File: src/rtl/barcode_scan_ctrl.sv
// Three-row barcode scan sequencer: run-length encodes fixed scan rows of the
// pixel stream, buffers the row-1 run widths and issues a per-frame pass/fail verdict.
module barcode_scan_ctrl #(
  parameter logic [9:0] ROW1      = 10'd4,
  parameter logic [9:0] ROW2      = 10'd9,
  parameter logic [9:0] ROW3      = 10'd14,
  parameter int         MIN_BARS  = 4,
  parameter int         MAX_BARS  = 63,
  parameter int         MIN_QUIET = 8
) (
  input  logic       clk,
  input  logic       rst,
  input  logic [9:0] y_in,
  input  logic       in_de,
  input  logic       in_vs,
  input  logic       in_data,
  output logic       scan_en,
  output logic       result_valid,
  output logic [5:0] bar_cnt,
  input  logic [5:0] rd_addr,
  output logic [9:0] rd_data
);

  localparam logic [2:0] S_IDLE    = 3'd0;
  localparam logic [2:0] S_WAIT    = 3'd1;
  localparam logic [2:0] S_RUN     = 3'd2;
  localparam logic [2:0] S_ROW_END = 3'd3;
  localparam logic [2:0] S_JUDGE   = 3'd4;

  localparam logic [9:0] QUIET_W = 10'(MIN_QUIET);
  localparam logic [6:0] BARS_LO = 7'(MIN_BARS);
  localparam logic [6:0] BARS_HI = 7'(MAX_BARS);

  function automatic logic [9:0] sat_inc10(input logic [9:0] v);
    return (v == 10'd1023) ? v : v + 10'd1;
  endfunction

  function automatic logic [6:0] sat_inc7(input logic [6:0] v);
    return (v == 7'd127) ? v : v + 7'd1;
  endfunction

  logic [2:0]       r_state;
  logic [1:0]       r_k;
  logic             r_vs_d;
  logic             r_cur;
  logic [9:0]       r_len;
  logic [6:0]       r_blk;
  logic             r_have_first;
  logic             r_first_cur;
  logic [9:0]       r_first_len;
  logic             r_last_cur;
  logic [9:0]       r_last_len;
  logic [6:0]       r_wr_idx;
  logic             r_ovf;
  logic [2:0]       r_row_ok;
  logic [2:0][6:0]  r_cnt;
  logic [9:0]       r_mem [0:63];

  logic       w_vs_rise;
  logic       w_abort;
  logic [9:0] w_row_y;
  logic       w_start;
  logic       w_commit;
  logic       w_buf_we;
  logic       w_row_ok;
  logic       w_pass;

  // r_k holds the scan row index as 0..2 for rows 1..3
  assign w_vs_rise = in_vs & ~r_vs_d;
  assign w_abort   = w_vs_rise && (r_state != S_IDLE);
  assign w_row_y   = (r_k == 2'd0) ? ROW1 : (r_k == 2'd1) ? ROW2 : ROW3;
  assign w_start   = (r_state == S_WAIT) && in_de && (y_in == w_row_y) && !w_abort;
  assign w_commit  = (r_state == S_RUN) && (!in_de || (in_data != r_cur));
  assign w_buf_we  = w_commit && (r_k == 2'd0) && !r_wr_idx[6];

  assign w_row_ok = !r_first_cur && (r_first_len >= QUIET_W) &&
                    !r_last_cur  && (r_last_len  >= QUIET_W) &&
                    (r_blk >= BARS_LO) && (r_blk <= BARS_HI) &&
                    !((r_k == 2'd0) && r_ovf);

  assign w_pass = (&r_row_ok) && (r_cnt[0] == r_cnt[1]) && (r_cnt[1] == r_cnt[2]);

  // Sequencer and verdict outputs
  always_ff @(posedge clk) begin
    if (rst) begin
      r_state      <= S_IDLE;
      r_k          <= 2'd0;
      r_vs_d       <= 1'b0;
      r_row_ok     <= '0;
      r_cnt        <= '0;
      scan_en      <= 1'b0;
      result_valid <= 1'b0;
      bar_cnt      <= 6'd0;
    end else begin
      r_vs_d       <= in_vs;
      result_valid <= 1'b0;
      if (w_abort) begin
        r_state <= S_WAIT;
        r_k     <= 2'd0;
      end else begin
        case (r_state)
          S_IDLE: begin
            if (w_vs_rise) begin
              r_state <= S_WAIT;
              r_k     <= 2'd0;
            end
          end
          S_WAIT: begin
            if (w_start) r_state <= S_RUN;
          end
          S_RUN: begin
            if (!in_de) r_state <= S_ROW_END;
          end
          S_ROW_END: begin
            r_row_ok[r_k] <= w_row_ok;
            r_cnt[r_k]    <= r_blk;
            if (r_k == 2'd2) begin
              r_state <= S_JUDGE;
            end else begin
              r_k     <= r_k + 2'd1;
              r_state <= S_WAIT;
            end
          end
          S_JUDGE: begin
            scan_en      <= w_pass;
            bar_cnt      <= w_pass ? r_cnt[0][5:0] : 6'd0;
            result_valid <= 1'b1;
            r_state      <= S_IDLE;
          end
          default: r_state <= S_IDLE;
        endcase
      end
    end
  end

  // Run-length counters; the commit on the in_de=0 cycle closes the row's last run
  always_ff @(posedge clk) begin
    if (rst) begin
      r_cur        <= 1'b0;
      r_len        <= 10'd0;
      r_blk        <= 7'd0;
      r_have_first <= 1'b0;
      r_first_cur  <= 1'b0;
      r_first_len  <= 10'd0;
      r_last_cur   <= 1'b0;
      r_last_len   <= 10'd0;
      r_wr_idx     <= 7'd0;
      r_ovf        <= 1'b0;
    end else if (w_start) begin
      r_cur        <= in_data;
      r_len        <= 10'd1;
      r_blk        <= 7'd0;
      r_have_first <= 1'b0;
      if (r_k == 2'd0) begin
        r_wr_idx <= 7'd0;
        r_ovf    <= 1'b0;
      end
    end else if (w_commit) begin
      if (r_cur) r_blk <= sat_inc7(r_blk);
      if (!r_have_first) begin
        r_have_first <= 1'b1;
        r_first_cur  <= r_cur;
        r_first_len  <= r_len;
      end
      r_last_cur <= r_cur;
      r_last_len <= r_len;
      if (r_k == 2'd0) begin
        if (r_wr_idx[6]) r_ovf <= 1'b1;
        else             r_wr_idx <= r_wr_idx + 7'd1;
      end
      r_cur <= in_data;
      r_len <= 10'd1;
    end else if (r_state == S_RUN) begin
      r_len <= sat_inc10(r_len);
    end
  end

  always_ff @(posedge clk) begin
    if (w_buf_we) r_mem[r_wr_idx[5:0]] <= r_len;
  end

  // Read-before-write: a same-address write this cycle is not yet visible
  always_ff @(posedge clk) begin
    if (rst) rd_data <= 10'd0;
    else     rd_data <= r_mem[rd_addr];
  end

endmodule
File: config.mk
export PLATFORM = sky130hd
export DESIGN_NAME = barcode_scan_ctrl
export DESIGN_NICKNAME = d
export VERILOG_FILES = /design/src/rtl/barcode_scan_ctrl.sv
export SDC_FILE = /design/constraint.sdc
export NUM_CORES = 1
export LEC_CHECK = 0
export BUFFER_PORTS_ARGS = -buffer_cell sky130_fd_sc_hd__clkbuf_2
export CAP_MARGIN = 10
export CORE_MARGIN = 2
export CORE_UTILIZATION = 55
export DETAILED_ROUTE_END_ITERATION = 12
export PLACE_DENSITY = 0.82
export SLEW_MARGIN = 20
export SYNTH_ARGS = -nofsm -noshare
export SYNTH_HDL_FRONTEND = slang
export SYNTH_SLANG_ARGS = --single-unit
File: constraint.sdc
create_clock -name clk -period 6.2 [get_ports clk]
set_clock_uncertainty 0.1 [all_clocks]
set_input_delay 1.24 -clock clk [delete_from_list [all_inputs] [get_ports clk]]
set_output_delay 1.24 -clock clk [all_outputs]
set_load 0.005 [all_outputs]
# Yosys cells after proc, flatten, opt, wreduce, memory -nomap -nowiden
# Memory sizes are Yosys's and may differ from the RTL's. A register that Yosys moved wholly into a read port is not among the register bits.
# Index checks and enable logic that the tools add are counted.
# totals
register_bits	87
input_bits	21
elab_cells	147
mem_count	1
ram_bits	640
output_inout_bits	18
# mem_list
memory	depth	word_bits	rd	rd_ports_with_merged_regs	wr	line	rtl
r_mem	64	10	1	1	1	57	logic [9:0] r_mem [0:63];
# op_classes
reduce_logical	48
mux	37
n_lt_le_gt_ge	6
n_eq_ne	21
n_addsub	4
bitwise	7
# ops
op	n
two-way mux 7 bit	6
AND reduction 3 bit	8
bitwise mux 21 bit	1
>= comparator 10 x 4 -> 1 bit (second input constant)	2
logical AND 1 bit	17
two-way mux 1 bit	16
two-way mux 3 bit	5
adder 7 x 1 -> 7 bit (second input constant)	2
demux 7 bit (select 2 bit)	1
== test 7 bit	2
inequality test 3 bit (second input constant)	4
one-hot mux 3 bit (4 select lines)	1
AND reduction 2 bit	6
adder 10 x 1 -> 10 bit (second input constant)	1
== test 10 bit (second input constant)	1
== test 10 x 4 -> 1 bit	1
inequality test 2 bit (second input constant)	4
== test 7 bit (second input constant)	1
>= comparator 7 x 3 -> 1 bit (second input constant)	1
less-or-equal comparator 7 x 6 -> 1 bit (second input constant)	1
== test 3 x 2 -> 1 bit (second input constant)	2
zero test 1 bit	6
two-way mux 6 bit	1
NOT 1 bit	6
other kinds (22)	27

# Logic depth before layout (Yosys ltp)
# logic_depth
ltp_word	9
ltp_mapped	9
mapped_depth_nobuf	7

# Worst setup path after synthesis
# Ideal clock, no wire load.
# synth_timing
path_type	input -> register
startpoint	in in_data
endpoint	mem r_mem[44][0], enable pin
setup_ps	407
required_time_ps	5693
arrival_ps	3244
slack_ps	2448
path_buffers	0
cell_stages	4
path_cell_list	xnor2_1 -> a2111oi_4 -> nand2_1 -> nor4b_1
# synth_via
elab_chain_cells	7
# synth_lines
item	line	rtl
start, declared	16	input logic in_data,
inequality test 1 bit	73	assign w_commit = (r_state == S_RUN) && (!in_de || (in_data != r_cur));
logical OR 1 bit	73	
logical AND 1 bit	73	
logical AND 1 bit (2 in series)	74	assign w_buf_we = w_commit && (r_k == 2'd0) && !r_wr_idx[6];
two-way mux 1 bit	179	if (w_buf_we) r_mem[r_wr_idx[5:0]] <= r_len;
two-way mux 1 bit (not written as such)	179	
end, declared	57	
# Every way passes these cells.

# Worst setup path after layout
# layout_timing
startpoint	reg r_k[0]
endpoint	mem r_mem[52][8], enable pin
# layout_via
elab_chain_cells	5
# layout_lines
item	line	rtl
start, declared	43	logic [1:0] r_k;
start signal, assigned	120	r_k <= r_k + 2'd1;
zero test 2 bit	74	
logical AND 1 bit (2 in series)	74	
two-way mux 1 bit	179	
two-way mux 1 bit (not written as such)	179	
# Every way passes these cells.

==> run_results.csv <==
group,metric,value,unit
die,die_height,231,um
power,seqPwrFrac,53.0,%
sta,slew_headroom,20.6,%
drt,drtPass1Iterations,6,
cells_and_area,final_nets,1605,
die,start_util,55.6,%
sta,maxSlewViolCount,0,
power,p_leak,0.0112,uW
sta,max_clock_freq,0.271,GHz
placed_design,io_buffers,38,
logic_synthesis,postSynthCellCount,1527,
die,die_w,231,um
placed_design,gp_congestion,0.860,
cts,clk_latency,0.62,ns
sta,setup_tns,0,ns
die,ios,39,
setup_path,crit_end,"r_mem[52][8]",
cts,h-tree-depth,3,
logic_synthesis,ys_types,62,
die,coreArea,51200,um2
setup_path,max_stage_delay,0.86,ns
drt,drt_iter0_markers,2037,
setup_path,critPathMostFrequentCell,"inv_1",
cts,cts_buffer_depth,3,
cts,cts_buffers,72,
power,swShare,20.1,%
global_route,use_met2,40.5,%
drt,vias,15200,
setup_path,timing.rr.start,"r_k[0]",
logic_synthesis,netlist_top_cells_area,"edfxtp_1, mux4_2, dfxtp_1, mux2i_1, nor2_1",
setup_path,crit_fanout,10,
cts,clk_pin_slew_worst_paths,0.06,ns
cells_and_area,drive_gt1_share,22.3,%
drt,routed_wl,65000,um
drt,route.detailed.drc,0,
setup_path,cp_slowest_cell,"nor2_1",
drt,wl_per_cell,28.1,um
setup_path,cp-start-kind,"register",
sta,grt_setup_unrepaired,"no",
cells_and_area,final_core_util,62.0,%
power,p_clk_share,44.1,%
global_route,met3_usage,5.08,%
global_route,antenna_found_initial,1,
job,cap_violations,0,
power,share_comb_of_total_power,2.9,%
setup_path,worstPathCellList,"inv_1 > ha_1 > inv_1 > a2111oi_4 > and2b_2 > nand3_2 > nor2_1",
logic_synthesis,synthFlopType,"edfxtp_1",
global_route,grtUsageMet1,33.4,%
sta,worst_pin_slew,1.19,ns
cells_and_area,multiInputGateArea,7010,um2
setup_path,crit_path_start,"r_k[0]",
cells_and_area,fillers,3314,
global_route,grt_pass1_wl,97900,um
logic_synthesis,netlist.top_cell.by_area,"edfxtp_1",
global_route,grt-busiest-layer,"met2",
global_route,grt_pass1_vias,15200,
drt,antenna_left,0,
worst_hold_path,worstHoldStart,"r_row_ok[1]",
sta,setup_viol,0,
die,rows,83,
cells_and_area,seq_area,21100,um2
sta,period_needed,3.69,ns
setup_path,ff2ff_setup_slack,2.51,ns
status,status,"finished clean",
cts,post_cts_buffers,0,
logic_synthesis,yosysTopAreaCellShare,67.5,%
power,powerDensity,314,nW/um2
cts,cts_resized,0,
die,die-area,53600,um2
cts,ctsHoldBuffers,0,
logic_synthesis,ys_seq_area_share,73.9,%
cells_and_area,final_cell_mix,"edfxtp_1, mux4_2, nor2_1",
logic_synthesis,synth_area,28500,um2
placed_design,dp_hpwl,37000,um
setup_path,worstPathArrival,3.82,ns
cts,cts_root_buffer,"clkbuf_16",
logic_synthesis,async_flop_share,0,%
placed_design,place_inst,2182,
global_route,grt_max_degree,81,
power,p_switching,2000,uW
sta,hold_viol_final,0,
logic_synthesis,syn_area_per_cell,18.6,um2
cts,cts.sinks,731,
sta,fin_crit_sh,59.6,%
setup_path,rr_endpoint,"r_mem[52][8]",
logic_synthesis,synth-edff-count,640,
power,p_int,7970,uW
worst_hold_path,hold_depth,2,
setup_path,crit_path_end_kind,"register",
power,ir_drop,0.193,mV
setup_path,worstSetupPathType,"reg2reg",
cts,cts_tree,"done",
worst_hold_path,hp-class,"reg2reg",
logic_synthesis,yosysWarnings,0,
cells_and_area,layout_commonest_cell,"edfxtp_1",
logic_synthesis,synth_seq_cells,731,
logic_synthesis,syn-num-nets,1556,
cells_and_area,fin_cells,2315,
setup_path,worst_r2r_path_depth,7,
drt,vias_per_cell,6.56,
cells_and_area,synthToLayoutAreaGrowth,11.5,%
sta,fin_hold_ws,0.362,ns
global_route,grt.overflow.total,0,
setup_path,required,6.32,ns
global_route,track_usage,24.9,%
==> cell families after synthesis <==
logic type | share of synthesized area (%)
flip-flops | 73.9
AND/OR/NAND/NOR | 5.26
multiplexers | 15.0
AO/OA/AOI/OAI | 3.29
buffers and inverters | 1.49
XOR/XNOR | 0.646
adder cells (fa/ha/maj) | 0.352
==> state kept, by name (all words and copies together), names as in the netlist, 2 cells and up <==
signal	flops
r_mem	640
r_cnt	21
r_len	10
rd_data	10
r_blk	7
r_first_len	7
r_last_len	7
r_wr_idx	7
bar_cnt	6
r_row_ok	3
r_state	3
r_k	2
==> cell usage after synthesis, drive strengths merged (9+ instances only) <==
master / instances
inv: 9
a211oi: 11
nor3: 16
mux4: 159
or3: 14
dfxtp: 91
nand2: 35
o221ai: 11
a22oi: 31
nor2: 154
xor2: 13
o22ai: 9
nor2b: 11
edfxtp: 640
buf: 59
clkbuf: 28
a21oi: 33
mux2i: 69
nand3: 35
==> critical path, delay by kind of cell (launching register included) <==
family / cells / cell delay, ns
AND/OR/NAND/NOR: 3 / 1.48
AO/OA/AOI/OAI: 1 / 0.71
adder cells (fa/ha/maj): 1 / 0.38
flip-flops: 1 / 0.34
buffers and inverters: 2 / 0.29
==> how the worst min path moves through the flow <==
stage | to | slack (ns)
2_1_floorplan | r_ovf | 0.33
5_1_grt | r_row_ok[0] | 0.38
4_1_cts | r_row_ok[0] | 0.37
6_report | r_row_ok[1] | 0.36
3_5_place_dp | r_row_ok[2] | 0.36
3_3_place_gp | r_have_first | 0.34
==> per-layer routing <==
metal / wire, um / share of wire (%) / up-vias
met2: 32100 / 49 / 1046
met5: 0 / 0 / -
li1: - / - / 6253
met4: 2370 / 3.6 / 0
met3: 6610 / 10 / 172
met1: 24000 / 37 / 7716
==> metrics by stage <==
step	worst slack, ns	cell area [um2]	power (uW)
2_1_floorplan	2.45	28500	5580
3_3_place_gp	2.09	29300	5670
3_5_place_dp	2.00	29300	5680
4_1_cts	2.46	31700	10000
5_1_grt	2.29	31700	10200
6_report	2.51	31700	9970
==> power by group through the flow <==
stage / clock [uW] / combinational (uW) / sequential [uW]
3_5_place_dp: 0 / 287 / 5390
3_3_place_gp: 0 / 283 / 5390
5_1_grt: 4620 / 307 / 5280
6_report: 4390 / 293 / 5280
4_1_cts: 4430 / 292 / 5290
2_1_floorplan: 0 / 200 / 5390
==> final cells by class <==
| type | count | share of cell area (%) |
|---|---|---|
| flip-flops and latches | 731 | 66.3 |
| multi-input cells | 700 | 22.1 |
| clock buffers | 93 | 6.42 |
| well taps | 680 | 2.68 |
| repair buffers | 62 | 1.27 |
| clock inverters | 39 | 1.08 |
| inverters | 9 | 0.106 |
| diodes | 1 | 0.00789 |
Note: power is estimated with default switching activity, not from simulation.
